`config.mk`:
```
export PLATFORM = sky130hd
export DESIGN_NAME = ram_burst_master
export DESIGN_NICKNAME = d
export VERILOG_FILES = /design/src/rtl/ram_burst_pkg.sv /design/src/rtl/rd_skid_fifo.sv /design/src/rtl/ram_burst_master.sv
export SDC_FILE = /design/constraint.sdc
export NUM_CORES = 1
export LEC_CHECK = 0
export CELL_PAD_IN_SITES_DETAIL_PLACEMENT = 1
export CELL_PAD_IN_SITES_GLOBAL_PLACEMENT = 2
export CORE_MARGIN = 10
export CORE_UTILIZATION = 31
export DETAILED_ROUTE_END_ITERATION = 6
export PLACE_DENSITY = 0.83
export SYNTH_ARGS = -nofsm -noshare
export SYNTH_HDL_FRONTEND = slang
export SYNTH_HIERARCHICAL = 1
export SYNTH_SLANG_ARGS = --single-unit
export TNS_END_PERCENT = 100
```
`constraint.sdc`:
```
create_clock -name clk -period 5.3 [get_ports clk]
set_clock_uncertainty 0.2 [all_clocks]
set_input_delay 1.06 -clock clk [delete_from_list [all_inputs] [get_ports clk]]
set_output_delay 1.06 -clock clk [all_outputs]
set_load 0.01 [all_outputs]
```
`src/rtl/ram_burst_pkg.sv`:
```
// Shared types and default widths for the scratch-RAM burst master.
package ram_burst_pkg;

    typedef enum logic [1:0] {
        IDLE  = 2'd0,
        WRITE = 2'd1,
        READ  = 2'd2
    } state_t;

    localparam int ADDR_W_DEF = 4;
    localparam int DATA_W_DEF = 8;

endpackage

```
`src/rtl/rd_skid_fifo.sv`:
```
// Two-entry FIFO that catches RAM read data arriving one cycle after each issue.
module rd_skid_fifo
    import ram_burst_pkg::*;
#(
    parameter int DATA_W = DATA_W_DEF
) (
    input  logic              clk,
    input  logic              clear,
    input  logic              push,
    input  logic [DATA_W-1:0] din,
    input  logic              pop,
    output logic [DATA_W-1:0] head,
    output logic [1:0]        count
);

    logic [DATA_W-1:0] mem [2];
    logic              rd_ptr;
    logic              wr_ptr;

    always_ff @(posedge clk) begin
        if (clear) begin
            mem[0] <= '0;
            mem[1] <= '0;
            rd_ptr <= 1'b0;
            wr_ptr <= 1'b0;
            count  <= 2'd0;
        end else begin
            if (push) begin
                mem[wr_ptr] <= din;
                wr_ptr      <= ~wr_ptr;
            end
            if (pop) begin
                rd_ptr <= ~rd_ptr;
            end
            // Push and pop together leave the occupancy unchanged.
            case ({push, pop})
                2'b10:   count <= count + 2'd1;
                2'b01:   count <= count - 2'd1;
                default: count <= count;
            endcase
        end
    end

    assign head = mem[rd_ptr];

endmodule

```
`src/rtl/ram_burst_master.sv`:
```
// Burst initiator for the 16x8 scratch RAM: write bursts drain a stream into RAM, read bursts stream RAM out.
// Optional macro RAM_BURST_NOWRAP_EN: bursts crossing the top address are refused with a one-cycle err pulse.
module ram_burst_master
    import ram_burst_pkg::*;
#(
    parameter int ADDR_W = ADDR_W_DEF,
    parameter int DATA_W = DATA_W_DEF
) (
    input  logic              clk,
    input  logic              areset,
    input  logic              cmd_valid,
    output logic              cmd_ready,
    input  logic              cmd_we,
    input  logic [ADDR_W-1:0] cmd_addr,
    input  logic [ADDR_W-1:0] cmd_len,
    input  logic              wr_valid,
    output logic              wr_ready,
    input  logic [DATA_W-1:0] wr_data,
    output logic              rd_valid,
    input  logic              rd_ready,
    output logic [DATA_W-1:0] rd_data,
    output logic              busy,
    output logic              done,
    output logic              ram_en,
    output logic              ram_we,
    output logic [ADDR_W-1:0] ram_addr,
    output logic [DATA_W-1:0] ram_din,
    input  logic [DATA_W-1:0] ram_dout
`ifdef RAM_BURST_NOWRAP_EN
    ,
    output logic              err
`endif
);

    // Every stream (cmd, wr, rd) transfers one item on a cycle where valid and ready are both high.
    state_t            state;
    state_t            state_next;
    logic [ADDR_W-1:0] cur_addr;
    logic [ADDR_W-1:0] issue_rem;
    logic [ADDR_W-1:0] pop_rem;
    logic              issue_fin;
    logic              inflight;
    logic              done_q;
    logic              done_next;
    logic              load;
    logic              beat;
    logic              issue;
    logic              pop;
    logic [1:0]        fifo_count;
    logic [2:0]        occupancy;

`ifdef RAM_BURST_NOWRAP_EN
    logic              err_q;
    logic              err_next;
    logic [ADDR_W:0]   end_addr;

    assign end_addr = {1'b0, cmd_addr} + {1'b0, cmd_len};
    assign err      = err_q;
`endif

    assign cmd_ready = (state == IDLE);
    assign busy      = (state != IDLE);
    assign done      = done_q;
    assign rd_valid  = (fifo_count != 2'd0);
    assign pop       = rd_valid & rd_ready;
    // Entries held or still in flight after this cycle; capped at the skid depth.
    assign occupancy = {1'b0, fifo_count} + {2'b00, inflight} - {2'b00, pop};

    always_comb begin
        state_next = state;
        done_next  = 1'b0;
        load       = 1'b0;
        beat       = 1'b0;
        issue      = 1'b0;
        wr_ready   = 1'b0;
        ram_en     = 1'b0;
        ram_we     = 1'b0;
        ram_addr   = '0;
        ram_din    = '0;
`ifdef RAM_BURST_NOWRAP_EN
        err_next   = 1'b0;
`endif
        case (state)
            IDLE: begin
                if (cmd_valid) begin
`ifdef RAM_BURST_NOWRAP_EN
                    if (end_addr[ADDR_W]) begin
                        err_next = 1'b1;
                    end else begin
                        load       = 1'b1;
                        state_next = cmd_we ? WRITE : READ;
                    end
`else
                    load       = 1'b1;
                    state_next = cmd_we ? WRITE : READ;
`endif
                end
            end
            WRITE: begin
                wr_ready = 1'b1;
                ram_addr = cur_addr;
                ram_din  = wr_data;
                ram_en   = wr_valid;
                ram_we   = wr_valid;
                beat     = wr_valid;
                if (beat && issue_rem == '0) begin
                    state_next = IDLE;
                    done_next  = 1'b1;
                end
            end
            READ: begin
                ram_addr = cur_addr;
                issue    = !issue_fin && (occupancy < 3'd2);
                ram_en   = issue;
                if (pop && pop_rem == '0) begin
                    state_next = IDLE;
                    done_next  = 1'b1;
                end
            end
            default: state_next = IDLE;
        endcase
    end

    always_ff @(posedge clk) begin
        if (areset) begin
            state     <= IDLE;
            cur_addr  <= '0;
            issue_rem <= '0;
            pop_rem   <= '0;
            issue_fin <= 1'b0;
            inflight  <= 1'b0;
            done_q    <= 1'b0;
`ifdef RAM_BURST_NOWRAP_EN
            err_q     <= 1'b0;
`endif
        end else begin
            state    <= state_next;
            done_q   <= done_next;
            inflight <= issue;
`ifdef RAM_BURST_NOWRAP_EN
            err_q    <= err_next;
`endif
            if (load) begin
                cur_addr  <= cmd_addr;
                issue_rem <= cmd_len;
                pop_rem   <= cmd_len;
                issue_fin <= 1'b0;
            end
            // Write beats and read issues share the address walk and issue countdown.
            if (beat || issue) begin
                cur_addr  <= cur_addr + ADDR_W'(1);
                issue_rem <= issue_rem - ADDR_W'(1);
                if (issue_rem == '0) begin
                    issue_fin <= 1'b1;
                end
            end
            if (pop) begin
                pop_rem <= pop_rem - ADDR_W'(1);
            end
        end
    end

    rd_skid_fifo #(
        .DATA_W (DATA_W)
    ) u_skid (
        .clk   (clk),
        .clear (areset),
        .push  (inflight),
        .din   (ram_dout),
        .pop   (pop),
        .head  (rd_data),
        .count (fifo_count)
    );

endmodule

```
==> out/results.tsv <==
stage	metric	value	unit
floorplanning	std cell rows	29	
timing	Worst Tran Pin Value	0.6497	ns
timing	Pins Over Slew Limit	0	
global_routing	gr ovfl total	0	
floorplanning	Initial Util	0.3217	
timing	# setup viols final	0	
yosys	Post-Syn Area per Cell	9.877	um2
yosys	Post-synth EDFFs	16	
timing	setup TNS	0	ns
setup_path	Arr. time, crit path	3.69	ns
drt	ANT nets after route	0	
timing	normalized max-slew margin	0.5642	
setup_path	Critical Path Max Stage Delay	0.54	ns
power_and_ir_drop	Max VDD drop	0.1301	mV
worst_hold_path	HP Class	flip-flop to flip-flop	
clocking	Clock Latency Late Sink	0.29	ns
power_and_ir_drop	PD cells	289.6	nW/um2
clocking	post-CTS sizing	0	
yosys	Mapped Cells	208	
floorplanning	Die X-Extent	101.4	um
drt	drt wl/cell	16.29	um
timing	minimum clock period	4.948	ns
yosys	Syn Std Cell Area	2054	um2
setup_path	WP data required	4.04	ns
global_routing	number of global-route vias before repair	1757	
clocking	CTS tree	yes	
status	status	finished, final reports clean	
setup_path	critical path peak fanout	8	
clocking	CTS Hold Bufs	0	
drt	number of remaining DRC errors	0	
setup_path	Worst setup EP type	output pin	
clocking	total clock sinks	38	
drt	final wirelength	5.554	mm
setup_path	crit start category	input port	
yosys	Seq cells post-synth	38	
yosys	syn nets	248	
setup_path	Setup CP Type	input port to output pin	
global_routing	GRT Util Overall	0.1087	
floorplanning	I/O Pins	57	
floorplanning	floorplan core area	6386	um2
floorplanning	DIE AREA	10280	um2
floorplanning	Die Ht	101.4	um
timing	RSZ-0062 raised after global routing	no	
finish	Finished Layout Cells	341	
finish	Area growth syn-to-layout	35.32	%
setup_path	Crit-path slowest cell	clkdlybuf4s50_1	
drt	drt initial violations	64	
clocking	Clock Path Buffers	2	
clocking	H-tree levels	2	
clocking	Post-CTS Setup Bufs	0	
global_routing	largest net degree at the start of global routing	26	
power_and_ir_drop	Power, Total	0.8051	mW
finish	Final #Nets	303	
drt	vias per cell	5.021	
power_and_ir_drop	leakage	0.9952	nW
placed_design	GPL Wtd Cong	0.6938	
finish	layout cell share with drive strength beyond 1	0.1061	
clocking	Reg clk slew, reported paths	0.08	ns
global_routing	global-route wire length before repair	8.983	mm
finish	FILL cells	733	
clocking	CTS root buffer	clkbuf_8	
finish	Post-Route Utilization	0.4353	
yosys	sequential share of the synthesized area	0.4482	
placed_design	Cells after DPL	333	
clocking	CTS buffer count	5	
placed_design	port bufs	56	
global_routing	initial antenna violation count	0	
yosys	ys async rst share	0	
timing	final hold vios	0	
finish	n_diodes	0	
yosys	post-synthesis cell type count	45	
drt	DR pass1 iterations	4	
drt	via count	1712	
timing	f_max	202.1	MHz
setup_path	Cell Chain, Critical Path	clkdlybuf4s50_1, nand2_1, nor2_1, o21ai_0, fa_1, and3b_1, a21o_2, and2_1, clkdlybuf4s50_1	
yosys	YS warnings	6	
job	max-cap violation count	0	
yosys	ys flop type	dfxtp_1	
setup_path	Crit path top cell by count	clkdlybuf4s50_1	
timing	period utilization	0.9337	
placed_design	hpwl dp	4.295	mm
==> synth_stat cells (2+ instances only) <==
cell | number | area [um2]
a211oi_1 | 7 | 52.55
a21oi_1 | 6 | 30.03
a221oi_2 | 2 | 30.03
a31oi_1 | 6 | 37.54
a32oi_1 | 4 | 35.03
and2_1 | 15 | 93.84
buf_2 | 2 | 10.01
clkbuf_1 | 5 | 18.77
dfxtp_1 | 22 | 440.4
edfxtp_1 | 16 | 480.5
ha_1 | 9 | 112.6
inv_1 | 11 | 41.29
mux2_2 | 8 | 90.09
nand2_1 | 7 | 26.28
nand2b_1 | 12 | 75.07
nand3_1 | 7 | 35.03
nor2_1 | 27 | 101.4
nor3b_1 | 3 | 22.52
o21ai_0 | 5 | 25.02
o21ai_2 | 2 | 17.52
o32ai_1 | 2 | 17.52
or2_2 | 2 | 12.51
or3_1 | 5 | 31.28
xnor2_1 | 2 | 17.52
==> registers in the layout, indices dropped and copies added (netlist names), named ones only <==
register	cells
cur_addr	4
done	1
inflight	1
issue_fin	1
issue_rem	4
pop_rem	4
state	2
u_skid/count	2
u_skid/mem	16
u_skid/rd_ptr	1
u_skid/wr_ptr	1
==> cell usage in the layout, fill, tap and decap left out, types with 2 or more instances in the layout <==
master | synthesis | layout
clkdlybuf4s50_1 | 0 | 56
nor2_1 | 27 | 27
dfxtp_1 | 22 | 22
edfxtp_1 | 16 | 16
and2_1 | 15 | 15
nand2b_1 | 12 | 12
inv_1 | 11 | 11
ha_1 | 9 | 9
mux2_2 | 8 | 8
nand2_1 | 7 | 7
a211oi_1 | 7 | 7
nand3_1 | 7 | 7
a21oi_1 | 6 | 6
a31oi_1 | 6 | 6
o21ai_0 | 5 | 5
or3_1 | 5 | 5
clkbuf_8 | 0 | 5
a32oi_1 | 4 | 4
nor3b_1 | 3 | 3
or2_2 | 2 | 2
o21ai_2 | 2 | 2
a221oi_2 | 2 | 2
o32ai_1 | 2 | 2
clkinv_2 | 0 | 2
xnor2_1 | 2 | 2
==> area by class of cell <==
cell class / instances / area, um2 / share of cell area
sequential: 38 / 920.9 / 0.3312
clock buffer: 5 / 68.82 / 0.02475
timing repair buffer: 57 / 568.0 / 0.2043
inverter: 12 / 45.04 / 0.01620
multi-input combinational: 149 / 1041 / 0.3744
tap: 77 / 96.34 / 0.03465
clock inverter: 3 / 40.04 / 0.01440
==> final timing paths <==
path	depth (start not counted)	slack, ns	to	from
worst min register to register	2	0.27	u_skid/wr_ptr$_SDFFE_PP0P_	u_skid/wr_ptr$_SDFFE_PP0P_
worst max-delay path	9	0.35	ram_en	rd_ready
worst min-delay path	2	0.27	u_skid/wr_ptr$_SDFFE_PP0P_	u_skid/wr_ptr$_SDFFE_PP0P_
worst max register to register	8	2.49	cur_addr[2]$_SDFFE_PP0P_	u_skid/count[1]$_SDFFE_PP0P_
==> metal layers <==
metal | global-route usage | routed length, um | up-vias
li1 | - | - | 846
met1 | 0.1300 | 2455 | 821
met2 | 0.1812 | 2738 | 40
met3 | 0.03540 | 297 | 5
met4 | 0.03215 | 63 | 0
met5 | 0 | 0 | -
==> report_power, final <==
part | total, mW | switching [mW] | internal, mW
registers | 0.354 | 0.0235 | 0.331
logic | 0.208 | 0.102 | 0.106
clock network | 0.243 | 0.105 | 0.139
total | 0.805 | 0.230 | 0.575
==> stage by stage <==
| step | area [um2] | hold slack [ns] | setup WS [ns] |
|---|---|---|---|
| floorplan | 2054 | 0.2445 | 1.556 |
| CTS | 2780 | 0.2740 | 0.3309 |
| finish | 2780 | 0.2670 | 0.3516 |
| global route | 2780 | 0.2961 | 0.1302 |
| detailed placement | 2671 | 0.2625 | 0.3380 |
| global placement | 2671 | 0.2533 | 0.3841 |
==> logic make-up after synthesis <==
kind of cell / share of synthesized area
AOI/OAI and AO/OA: 0.1596
xor gates and xnor gates: 0.02071
adders and majority gates: 0.06456
buffers and inverters: 0.04507
DFF: 0.4482
muxes: 0.04385
and+or+nand+nor: 0.2180
==> worst max-delay path, delay by kind of cell <==
kind                     cells  cell delay [ns]
adder cells (fa/ha/maj)      1             0.49
AND/OR/NAND/NOR              4             0.67
AO/OA/AOI/OAI                2             0.39
buffers and inverters        2             1.08
(Power assumes the default switching activity.)
